<file path="src/rtl/div_8bit.sv">
// Sequential signed 8-bit divider: restoring shift-and-subtract on operand magnitudes,
// one quotient bit per clock, fixed 9-clock latency from accept to done.
module div_8bit (
    input  logic       clk,
    input  logic       rst_n,
    input  logic       start,
    input  logic [7:0] x,
    input  logic [7:0] y,
    output logic       busy,
    output logic       done,
    output logic [7:0] q,
    output logic [7:0] r,
    output logic       of,
    output logic       dz
);

    typedef enum logic [1:0] {
        ST_IDLE = 2'd0,
        ST_CALC = 2'd1,
        ST_FIX  = 2'd2
    } state_t;

    state_t      state_r;
    state_t      state_s;
    logic [3:0]  cnt_r;
    logic [7:0]  p_r;       // partial remainder; always < |y| so bit 8 of P is never needed
    logic [7:0]  a_r;
    logic [7:0]  ay_r;
    logic [7:0]  x_r;
    logic [7:0]  y_r;
    logic [8:0]  p_sh_s;
    logic [8:0]  t_s;
    logic [7:0]  fq_s;
    logic [7:0]  fr_s;
    logic        fof_s;
    logic        fdz_s;

    function automatic logic [7:0] abs8(input logic [7:0] v);
        abs8 = v[7] ? (8'd0 - v) : v;
    endfunction

    // State register
    always_ff @(posedge clk or negedge rst_n) begin
        if (!rst_n) begin
            state_r <= ST_IDLE;
        end else begin
            state_r <= state_s;
        end
    end

    // Next-state selection
    always_comb begin
        state_s = state_r;
        case (state_r)
            ST_IDLE: begin
                if (start) state_s = ST_CALC;
                else       state_s = ST_IDLE;
            end
            ST_CALC: begin
                if (cnt_r == 4'd7) state_s = ST_FIX;
                else               state_s = ST_CALC;
            end
            ST_FIX:  state_s = ST_IDLE;
            default: state_s = ST_IDLE;
        endcase
    end

    // One restoring iteration and final result selection
    always_comb begin
        p_sh_s = {p_r, a_r[7]};
        t_s    = p_sh_s - {1'b0, ay_r};
        fq_s   = 8'h00;
        fr_s   = 8'h00;
        fof_s  = 1'b0;
        fdz_s  = 1'b0;
        if (y_r == 8'h00) begin
            fdz_s = 1'b1;
            fr_s  = x_r;
        end else if ((x_r == 8'h80) && (y_r == 8'hFF)) begin
            fof_s = 1'b1;
            fq_s  = 8'h80;
        end else begin
            fq_s = (x_r[7] ^ y_r[7]) ? (8'd0 - a_r) : a_r;
            fr_s = x_r[7] ? (8'd0 - p_r) : p_r;
        end
    end

    // Datapath and registered outputs
    always_ff @(posedge clk or negedge rst_n) begin
        if (!rst_n) begin
            cnt_r <= 4'd0;
            p_r   <= 8'h00;
            a_r   <= 8'h00;
            ay_r  <= 8'h00;
            x_r   <= 8'h00;
            y_r   <= 8'h00;
            busy  <= 1'b0;
            done  <= 1'b0;
            q     <= 8'h00;
            r     <= 8'h00;
            of    <= 1'b0;
            dz    <= 1'b0;
        end else begin
            done <= 1'b0;
            case (state_r)
                ST_IDLE: begin
                    if (start) begin
                        x_r   <= x;
                        y_r   <= y;
                        a_r   <= abs8(x);
                        ay_r  <= abs8(y);
                        p_r   <= 8'h00;
                        cnt_r <= 4'd0;
                        busy  <= 1'b1;
                    end else begin
                        busy  <= 1'b0;
                    end
                end
                ST_CALC: begin
                    if (!t_s[8]) begin
                        p_r <= t_s[7:0];
                        a_r <= {a_r[6:0], 1'b1};
                    end else begin
                        p_r <= p_sh_s[7:0];
                        a_r <= {a_r[6:0], 1'b0};
                    end
                    cnt_r <= cnt_r + 4'd1;
                end
                ST_FIX: begin
                    q    <= fq_s;
                    r    <= fr_s;
                    of   <= fof_s;
                    dz   <= fdz_s;
                    done <= 1'b1;
                    busy <= 1'b0;
                end
                default: begin
                    busy <= 1'b0;
                end
            endcase
        end
    end

endmodule
</file>
<file path="config.mk">
export PLATFORM = sky130hd
export DESIGN_NAME = div_8bit
export DESIGN_NICKNAME = d
export VERILOG_FILES = /design/src/rtl/div_8bit.sv
export SDC_FILE = /design/constraint.sdc
export NUM_CORES = 1
export LEC_CHECK = 0
export ABC_AREA = 1
export CORE_UTILIZATION = 45
export DETAILED_ROUTE_END_ITERATION = 10
export PLACE_DENSITY = 0.68
export RECOVER_POWER = 100
export REMOVE_ABC_BUFFERS = 1
export SYNTH_ARGS = -nofsm -noshare
export SYNTH_HDL_FRONTEND = slang
export SYNTH_SLANG_ARGS = --single-unit
export TNS_END_PERCENT = 100
</file>
<file path="constraint.sdc">
create_clock -name clk -period 1.9 [get_ports clk]
set_clock_uncertainty 0.15 [all_clocks]
set_input_delay 0.38 -clock clk [delete_from_list [all_inputs] [get_ports clk]]
set_output_delay 0.38 -clock clk [all_outputs]
set_load 0.02 [all_outputs]
</file>
**Word level (Yosys, flattened, before mapping)**

Cells that the tools add are included.

- Register bits: 66
- Input port bits: 19
- Output and inout bits: 20
- Logic and storage cells: 57

- Add/subtract/negate cells: 6
- Eq/ne operators: 6
- Multiplexer cells: 25
- Bitwise operators: 1
- Reduce and logical (&&, ||, !) cells: 6

Operators with widths:

| operator | number |
|---|---|
| 8-bit two-way mux | 11 |
| 8-bit case mux with 2 select lines | 2 |
| 1-bit by 8-bit subtractor with 8-bit output, first input constant | 4 |
| 8-bit equality test, second input constant | 2 |
| 9-bit by 8-bit subtractor with 9-bit output | 1 |
| 8-bit zero test | 1 |
| 4-bit case mux with 2 select lines | 1 |
| 1-bit two-way mux | 7 |
| 4-bit by 1-bit adder with 4-bit output, second input constant | 1 |
| 4-bit by 3-bit equality test with 1-bit output, second input constant | 1 |
| 4-bit two-way mux | 1 |
| 2-bit case mux with 2 select lines | 1 |
| 2-bit AND reduction | 2 |
| 2-bit by 1-bit equality test with 1-bit output, second input constant | 1 |
| 2-bit equality test, second input constant | 1 |
| 2-bit zero test | 1 |
| 2-bit two-way mux | 1 |
| 2-bit inequality test, second input constant | 1 |
| 1-bit case mux with 2 select lines | 1 |
| 2-bit nonzero test | 1 |
| 1-bit logical AND | 1 |
| 1-bit XOR | 1 |

**Depth between registers and ports, before layout**

Gate-level depths: netlist (run 1).

- Word-level depth: 4
- Depth in mapped cells: 13
- Mapped depth without buffers: 13

**Least setup slack after synthesis (run 1)**

OpenSTA, ideal clock, no wires.

- Kind: flip-flop to flip-flop
- From: reg a_r[7]
- To: reg p_r[7]
- Setup time: 0.117 ns
- Arrival time: 1.757 ns
- Data required time: 1.633 ns
- Setup slack: -0.124 ns
- Stages on the path, launching flop included: 13
- Path buffers: 0
- Clock period less this slack: 2.024 ns
- Cells stage by stage: dfrtp_1 inv_1 ha_1 inv_1 fa_1 nand3_1 nand3_2 nand2_2 nand3_2 nand2_4 nand2_1 nand3_1 nand2_1

- Longest elaborated chain between the ends: 3

Ends and longest elaborated chain:

| what | line | source |
|---|---|---|
| from (decl) | 27 | `logic [7:0] a_r;` |
| from (signal assigned) | 110 | `a_r <= abs8(x);` |
| from (signal assigned) | 122 | `a_r <= {a_r[6:0], 1'b1};` |
| from (signal assigned) | 125 | `a_r <= {a_r[6:0], 1'b0};` |
| 9-bit by 8-bit subtractor with 9-bit output | 71 | `t_s = p_sh_s - {1'b0, ay_r};` |
| 8-bit two-way mux | 120 | `if (!t_s[8]) begin` |
| 8-bit case mux with 2 select lines | 105 | `case (state_r)` |
| to (signal assigned) | 121 | `p_r <= t_s[7:0];` |
| to (signal assigned) | 124 | `p_r <= p_sh_s[7:0];` |
| to (decl) | 26 | `logic [7:0] p_r;` |

Every way passes these cells.
A chain may end at the register's enable or synchronous reset.

**Worst setup path in the final report (run 1)**

- From: reg a_r[7]
- To: reg p_r[3]

The elaborated chain is that of the path after synthesis.

==> metrics.md, run 1 <==
| Metric | Value |
|---|---|
| Largest area contributor in the synthesized netlist | sky130_fd_sc_hd__dfrtp_1 |
| Via density per instance | 5.18 |
| Share of cells above drive strength 1 | 0.161 |
| Drt drc | 0 |
| Worst Setup Start Kind | register |
| Class of the most critical hold timing path | register to register |
| Final count of negative-setup-slack endpoints | 9 |
| Required arrival time at the worst endpoint | 1.99 ns |
| Clock latency reported for the late side of the worst-skew pair | 0.34 ns |
| Post-route cell area | 4970 sq um |
| Number of warnings issued by yosys | 0 |
| Tightest Pin Transition | 1.12 ns |
| Cell Pwr Density | 1880 nW/um^2 |
| Tmin final | 1.97 ns |
| Final slew viol count | 0 |
| Number of H-tree levels | 3 |
| Crit path largest cell delay | 0.39 ns |
| Initial antenna violation count | 0 |
| EDFF count, synth | 0 |
| Via count of the first global-routing pass | 3298 |
| Cell area after placement | 4590 sq um |
| Area used by multi-input combinational logic | 1970 sq um |
| Detailed-route via count | 3645 |
| Maximum buffer depth of the clock tree | 2 |
| Share of the cycle needed by the critical path after routing | 1.04 |
| Gate count of the mapped netlist | 510 |
| Netlist area before placement | 3850 sq um |
| Clock Sink Count | 65 |
| Number of placement rows | 33 |
| Number of max-capacitance violations reported | 0 |
| Drt total wl | 9840 um |
| Overall Global Routing Usage | 0.233 |
| Count of input and output buffers | 38 |
| Y dimension of the die | 94.5 um |
| Routed length per placed instance | 14.0 um |
| Status | complete, but fails checks |
| Post-layout utilization of the core | 0.602 |
| PnR worst setup slack | -0.0682 ns |
| Worst slew margin | 0.251 |
| Final standard cell count with taps included and fillers excluded | 703 |
| Largest net degree at the start of global routing | 43 |
| Starting DRC count in detailed routing | 317 |
| Routability congestion estimate from global placement | 0.877 |
| CTS tree | built |
| Final Hold Violating Endpoints | 0 |
| Number of detailed-routing iterations run before antenna repair | 6 |
| Path type of the worst setup path | register to register |
| Hold path depth | 2 |
| Clock Tree Root | sky130_fd_sc_hd__clkbuf_8 |
| Register clock-pin slew on the reported worst setup and hold paths | 0.08 ns |
| Core ar. | 8260 sq um |
| Fillcell total | 751 |
| CP endpoint kind | register |
| Number of cells on the worst reg-to-reg path | 12 |
| Register Area | 1630 sq um |
| Syn Area/Cell | 7.55 sq um |
| Number of buffers created by CTS | 9 |
| Maximum clock frequency | 508 MHz |
| Wire length of the first global-routing pass | 15900 um |
| Portion of the post-synthesis area used by sequential elements | 0.422 |
| Fraction of registers with async set/reset | 1.00 |
| Cells taking the most area after synthesis | sky130_fd_sc_hd__dfrtp_1 42%, sky130_fd_sc_hd__nand2_1 16%, sky130_fd_sc_hd__nand3_1 7.5% |
| Slowest stage cell, crit path | sky130_fd_sc_hd__dfrtp_1 |
| Static Leak | 2.54 nW |
| Chip width | 94.5 um |
| Setup repair after global routing missed its margin | yes |
| Die outline area | 8930 sq um |
| #FFs+latches synth | 65 |
| Leading register cell type out of synthesis | sky130_fd_sc_hd__dfrtp_1 |
| Critical Path Fanout Max | 8 |
| Initial core utilization | 0.467 |
| Top-level I/O count | 39 |
| Post-DRT Antenna Nets | 0 |
| Remaining Overflow, GRT | 0 |
| Area delta synth->final | 29.0% |
| Nets | 626 |
| Worst path arrival time | 2.06 ns |
| Number of antenna cells inserted | 0 |
| Netlist cell types | 39 |
| Cell count after placement | 678 |
| Violated checks | setup timing |
| Cell Chain, Critical Path | inv_2, ha_4, inv_2, fa_2, nand3_2, nand3_4, nand2_4, nand3_4, nand2_4, nand2_1, nand3_1, nand2_1 |
| Portion of synthesized cell area occupied by the leading cell type | 0.422 |
| DP HPWL | 7010 um |
| Peak supply drop | 0.697 mV |
worst max-delay path: cells and delay by family (launching register included):
kind          cells  cell delay, ns
simple gates      8            0.73
fa+ha+maj         2            0.46
flops             1            0.39
buf+inv           2            0.12
path summary, 6_finish.rpt:
check / from / to / slack, ns
worst max-delay path: a_r[7] / p_r[3] / -0.07
worst min-delay path: q[7] / q[7] / 0.33
worst max register to register: a_r[7] / p_r[3] / -0.07
worst min register to register: q[7] / q[7] / 0.33
max in group asynchronous: rst_n / x_r[3] / 0.18
min in group asynchronous: rst_n / ay_r[5] / 0.62
state kept, by name (all words and copies together), names as in the netlist:
| name | flops |
|---|---|
| y_r | 7 |
| x_r | 8 |
| p_r | 8 |
| dz | 1 |
| state_r | 2 |
| cnt_r | 4 |
| ay_r | 8 |
| q | 8 |
| done | 1 |
| r | 8 |
| a_r | 8 |
| of | 1 |
| busy | 1 |
cell families (layout without fill, tap and decap cells):
group	Yosys count	in the layout	share of synthesized area
compound gates	56	56	0.0883
simple gates	280	281	0.325
fa+ha+maj	14	14	0.0474
xor+xnor	9	9	0.0205
flops	65	65	0.422
mux	1	1	0.00260
buf+inv	85	172	0.0942
cell type report:
class                           count  share of cell area
Tap cell                          105              0.0264
Sequential cell                    65               0.327
Inverter                           73              0.0551
Clock inverter                      5              0.0159
Timing Repair Buffer               83               0.151
Clock buffer                       11              0.0285
Multi-Input combinational cell    361               0.396
per-stage QoR:
stage	setup slack (ns)	hold WS [ns]	TNS [ns]	power [mW]
after floorplan	-0.125	-0.0656	-1.02	5.68
after global placement	-0.129	0.204	-0.929	7.23
after detailed placement	-0.166	0.212	-1.32	7.38
after CTS	-0.0589	0.332	-0.317	9.06
after global routing	-0.164	0.356	-3.22	10.1
final	-0.0682	0.331	-0.440	9.34
Yosys cell counts, drive strengths merged, types with 3 or more instances:
| cell | n |
|---|---|
| o21ai | 31 |
| dfrtp | 65 |
| a21oi | 7 |
| nand3 | 60 |
| nor2 | 37 |
| inv | 73 |
| xor2 | 7 |
| nand4 | 8 |
| a31oi | 3 |
| nor3 | 5 |
| ha | 13 |
| o2111ai | 4 |
| buf | 11 |
| o21bai | 3 |
| nand2 | 168 |
power by group:
part / switching (mW) / leakage [nW] / internal [mW]
Combinational: 3.17 / 1.63 / 2.33
Clock: 0.557 / 0.113 / 0.773
Sequential: 0.488 / 0.793 / 2.03
Total: 4.21 / 2.54 / 5.13
repair_timing:
action	in CTS	in global routing
endpoints found under the hold margin	16	0
endpoints found under the setup margin	9	10
hold buffers	1	0
resized for setup	15	10
pin swaps	9	12
gates cloned	1	0
setup buffers	7	2
per-layer routing:
layer / GRT usage / up-vias / part of all wire
li1: - / 1808 / -
met1: 0.323 / 1697 / 0.46
met2: 0.373 / 125 / 0.47
met3: 0.0467 / 15 / 0.056
met4: 0.0606 / 0 / 0.012
met5: 0 / - / 0
cells in the final DEF (no fill, tap or decap), types with 7 or more instances in the layout:
cell,netlist,final
sky130_fd_sc_hd__dfrtp_1,65,65
sky130_fd_sc_hd__inv_2,7,7
sky130_fd_sc_hd__xor2_1,7,7
sky130_fd_sc_hd__clkdlybuf4s50_1,0,37
sky130_fd_sc_hd__o21ai_1,7,7
sky130_fd_sc_hd__o21ai_0,22,22
sky130_fd_sc_hd__nand3_1,58,52
sky130_fd_sc_hd__clkbuf_8,0,10
sky130_fd_sc_hd__ha_1,13,11
sky130_fd_sc_hd__nand2_1,163,158
sky130_fd_sc_hd__nand4_1,8,8
sky130_fd_sc_hd__buf_4,2,36
sky130_fd_sc_hd__nor2_1,31,31
sky130_fd_sc_hd__inv_1,66,66
(Power assumes the default switching activity.)
==> run 2, diff against run 1 <==
CORE_UTILIZATION = 40   (was 45)
PLACE_DENSITY = default   (was 0.68)
clock period = 1.7 ns   (was 1.9 ns; I/O delays follow)
==> run 2 against run 1 <==
  * Design area increased by 3.0%
  * Setup slack got worse by 0.21 ns
  * Sequential share of layout area shrank 0.94 points
  * Clock power decreased by 3%
  * Wire length is 1.6% lower
  * Largest power group unchanged
  * Critical endpoint is now p_r[2]
  * Combinational power rose by 14%
  * Total power grew 11%
  * The flow still finishes with violations (setup timing)
==> metrics.md, run 2 (same netlist as run 1, synthesis figures left out) <==
| Metric | Value |
|---|---|
| Drt drc | 0 (unchanged) |
| Clock Sink Count | 65 (unchanged) |
| Peak supply drop | 0.923 mV (was 0.697 mV) |
| Number of detailed-routing iterations run before antenna repair | 4 (was 6) |
| Violated checks | setup timing (unchanged) |
| Share of the cycle needed by the critical path after routing | 1.16 (was 1.04) |
| Tmin final | 1.98 ns (was 1.97 ns) |
| Final slew viol count | 0 (unchanged) |
| Number of max-capacitance violations reported | 0 (unchanged) |
| Highest layer used for signal routing | met4 (unchanged) |
| Power Total | 10.4 mW (was 9.34 mW) |
| Tightest Pin Transition | 0.903 ns (was 1.12 ns) |
| Required arrival time at the worst endpoint | 1.78 ns (was 1.99 ns) |
| Clock group share of total power | 0.124 (was 0.142) |
| Wire length of the first global-routing pass | 16200 um (was 15900 um) |
| Worst hold margin | 0.325 ns (was 0.331 ns) |
| Nets | 650 (was 626) |
| Top-level I/O count | 39 (unchanged) |
| Status | complete, but fails checks (unchanged) |
| Largest net degree at the start of global routing | 66 (was 43) |
| Detailed-route via count | 3646 (was 3645) |
| Internal portion of total power | 5.60 mW (was 5.13 mW) |
| Number of H-tree levels | 3 (unchanged) |
| Worst setup path start | a_r[7] (unchanged) |
| Drt total wl | 9680 um (was 9840 um) |
| Crit path largest cell delay | 0.40 ns (was 0.39 ns) |
| CP endpoint kind | register (unchanged) |
| Final-layout setup total negative slack | -2.49 ns (was -0.440 ns) |
| CTS tree | built (unchanged) |
| Worst slew margin | 0.398 (was 0.251) |
| Number of cells on the worst reg-to-reg path | 12 (unchanged) |
| Y dimension of the die | 100 um (was 94.5 um) |
| Setup repair after global routing missed its margin | yes (unchanged) |
| Initial core utilization | 0.415 (was 0.467) |
| Post-layout utilization of the core | 0.551 (was 0.602) |
| Post-route met1 wirelength | 4620 um (was 4530 um) |
| Maximum clock frequency | 506 MHz (was 508 MHz) |
| Path type of the worst setup path | register to register (unchanged) |
| Net switching power | 4.76 mW (was 4.21 mW) |
| Overall Global Routing Usage | 0.205 (was 0.233) |
| Fraction of power consumed by combinational cells | 0.606 (was 0.588) |
| Share of cells above drive strength 1 | 0.204 (was 0.161) |
| Number of buffers created by CTS | 9 (unchanged) |
| Number of placement rows | 35 (was 33) |
| Critical Path Fanout Max | 8 (unchanged) |
| Remaining Overflow, GRT | 0 (unchanged) |
| Final count of negative-setup-slack endpoints | 25 (was 9) |
| Post-DRT Antenna Nets | 0 (unchanged) |
| Starting DRC count in detailed routing | 188 (was 317) |
| Chip width | 100 um (was 94.5 um) |
| Clock latency reported for the late side of the worst-skew pair | 0.33 ns (was 0.34 ns) |
| Cell Pwr Density | 2030 nW/um^2 (was 1880 nW/um^2) |
| DR WL met3 | 419 um (was 546 um) |
| Die outline area | 10000 sq um (was 8930 sq um) |
| Class of the most critical hold timing path | register to register (unchanged) |
| PnR worst setup slack | -0.278 ns (was -0.0682 ns) |
| Core ar. | 9280 sq um (was 8260 sq um) |
| Maximum buffer depth of the clock tree | 2 (unchanged) |
| FF-to-FF Start | a_r[7] (unchanged) |
| DP HPWL | 7120 um (was 7010 um) |
| Proportion of total power due to net switching | 0.459 (was 0.451) |
| Count of input and output buffers | 38 (unchanged) |
| End point of the critical path | p_r[2] (was p_r[3]) |
| Area delta synth->final | 32.8% (was 29.0%) |
| Static Leak | 2.66 nW (was 2.54 nW) |
| Worst path arrival time | 2.06 ns (about the same) |
| Most common cell after layout, fill and taps aside | sky130_fd_sc_hd__nand2_1 (unchanged) |
| Clock Tree Root | sky130_fd_sc_hd__clkbuf_8 (unchanged) |
| Routed length per placed instance | 12.9 um (was 14.0 um) |
| Initial antenna violation count | 0 (unchanged) |
| Met2 Routed Length | 4560 um (was 4650 um) |
| Capturing point of the worst reg2reg path | p_r[2] (was p_r[3]) |
| Via density per instance | 4.85 (was 5.18) |
| Worst Setup Start Kind | register (unchanged) |
| Register clock-pin slew on the reported worst setup and hold paths | 0.08 ns (about the same) |
| Cell Chain, Critical Path | inv_2, ha_4, inv_2, fa_2, nand3_2, nand3_4, nand2_4, nand3_4, nand2_8, nand2_1, nand3_1, nand2_1 (was inv_2, ha_4, inv_2, fa_2, nand3_2, nand3_4, nand2_4, nand3_4, nand2_4, nand2_1, nand3_1, nand2_1) |
| R2R Setup Slk | -0.28 ns (was -0.07 ns) |
| Routability congestion estimate from global placement | 0.850 (was 0.877) |
| Final Hold Violating Endpoints | 0 (unchanged) |
| Number of antenna cells inserted | 0 (unchanged) |
| Slowest stage cell, crit path | sky130_fd_sc_hd__dfrtp_1 (unchanged) |
| Reg power frac | 0.270 (was 0.269) |
| Via count of the first global-routing pass | 3436 (was 3298) |
| Most frequent cells in the layout | 155 x sky130_fd_sc_hd__nand2_1, 66 x sky130_fd_sc_hd__inv_1, 65 x sky130_fd_sc_hd__dfrtp_1 (was 158 x sky130_fd_sc_hd__nand2_1, 66 x sky130_fd_sc_hd__inv_1, 65 x sky130_fd_sc_hd__dfrtp_1) |
==> run 2: cell types whose count changed in the layout (fill, tap and decap cells not counted), moves of 2 or more <==
| cell | change |
|---|---|
| sky130_fd_sc_hd__buf_12 | -3 |
| sky130_fd_sc_hd__buf_4 | +23 |
| sky130_fd_sc_hd__clkbuf_2 | +4 |
| sky130_fd_sc_hd__clkbuf_4 | +2 |
| sky130_fd_sc_hd__clkdlybuf4s50_1 | -20 |
| sky130_fd_sc_hd__dlygate4sd2_1 | +20 |
| sky130_fd_sc_hd__nand2_1 | -3 |
| sky130_fd_sc_hd__nand2_2 | +2 |
| sky130_fd_sc_hd__nand2_8 | +2 |
| sky130_fd_sc_hd__nand3_1 | -5 |
| sky130_fd_sc_hd__nand3_2 | +5 |
| sky130_fd_sc_hd__nor2_1 | +2 |
==> run 2: layout make-up <==
cell class / count / area [sq um]
fillers: 931 / 4170
multi-input cells: 362 / 2010
flip-flops and latches: 65 / 1630
repair buffers: 106 / 855
inverters: 73 / 274
well taps: 129 / 161
clock buffers: 12 / 135
clock inverters: 4 / 52.6
==> run 2: power by group through the flow <==
| stage | Combinational, mW | Sequential [mW] | Clock (mW) |
|---|---|---|---|
| 2_1_floorplan | 3.37 | 2.97 | 0 |
| 5_1_grt | 7.01 | 2.89 | 1.39 |
| 6_report | 6.28 | 2.79 | 1.29 |
| 3_5_place_dp | 5.62 | 2.82 | 0 |
| 3_3_place_gp | 5.53 | 2.79 | 0 |
| 4_1_cts | 5.76 | 2.80 | 1.32 |
==> run 2: repair_timing <==
item	in CTS	in global routing
buffers inserted	2	5
resized for setup	33	28
hold buffers	1	0
pin swaps	9	10
endpoints found under the setup margin	29	20
cloned	2	0
endpoints found under the hold margin	65	0
==> run 2: layer usage <==
layer | vias up | GRT usage
met1 | 1681 | 0.288
met2 | 85 | 0.327
li1 | 1873 | -
met3 | 7 | 0.0390
met5 | - | 0
met4 | 0 | 0.0546
==> run 2: worst max-delay path, delay by kind of cell (launching register included) <==
family | cells | cell delay, ns
adder cells (fa/ha/maj) | 2 | 0.46
buffers and inverters | 2 | 0.12
flip-flops | 1 | 0.40
AND/OR/NAND/NOR | 8 | 0.74
==> run 2: worst min path at each step <==
stage	start	end	slack, ns	cells after the start
final	q[5]	q[5]	0.32	2
after global routing	q[1]	q[1]	0.35	2
after CTS	dz	dz	0.33	2
after detailed placement	rst_n	ay_r[6]	0.24	2
after global placement	rst_n	ay_r[6]	0.23	2
after floorplan	rst_n	a_r[0]	-0.11	0
==> run 2: metrics by stage <==
stage,cells,setup WS [ns],area (sq um)
global route,751,-0.368,5120
CTS,747,-0.255,5040
floorplan,498,-0.325,3760
finish,751,-0.278,5120
detailed placement,726,-0.413,4780
global placement,726,-0.378,4780
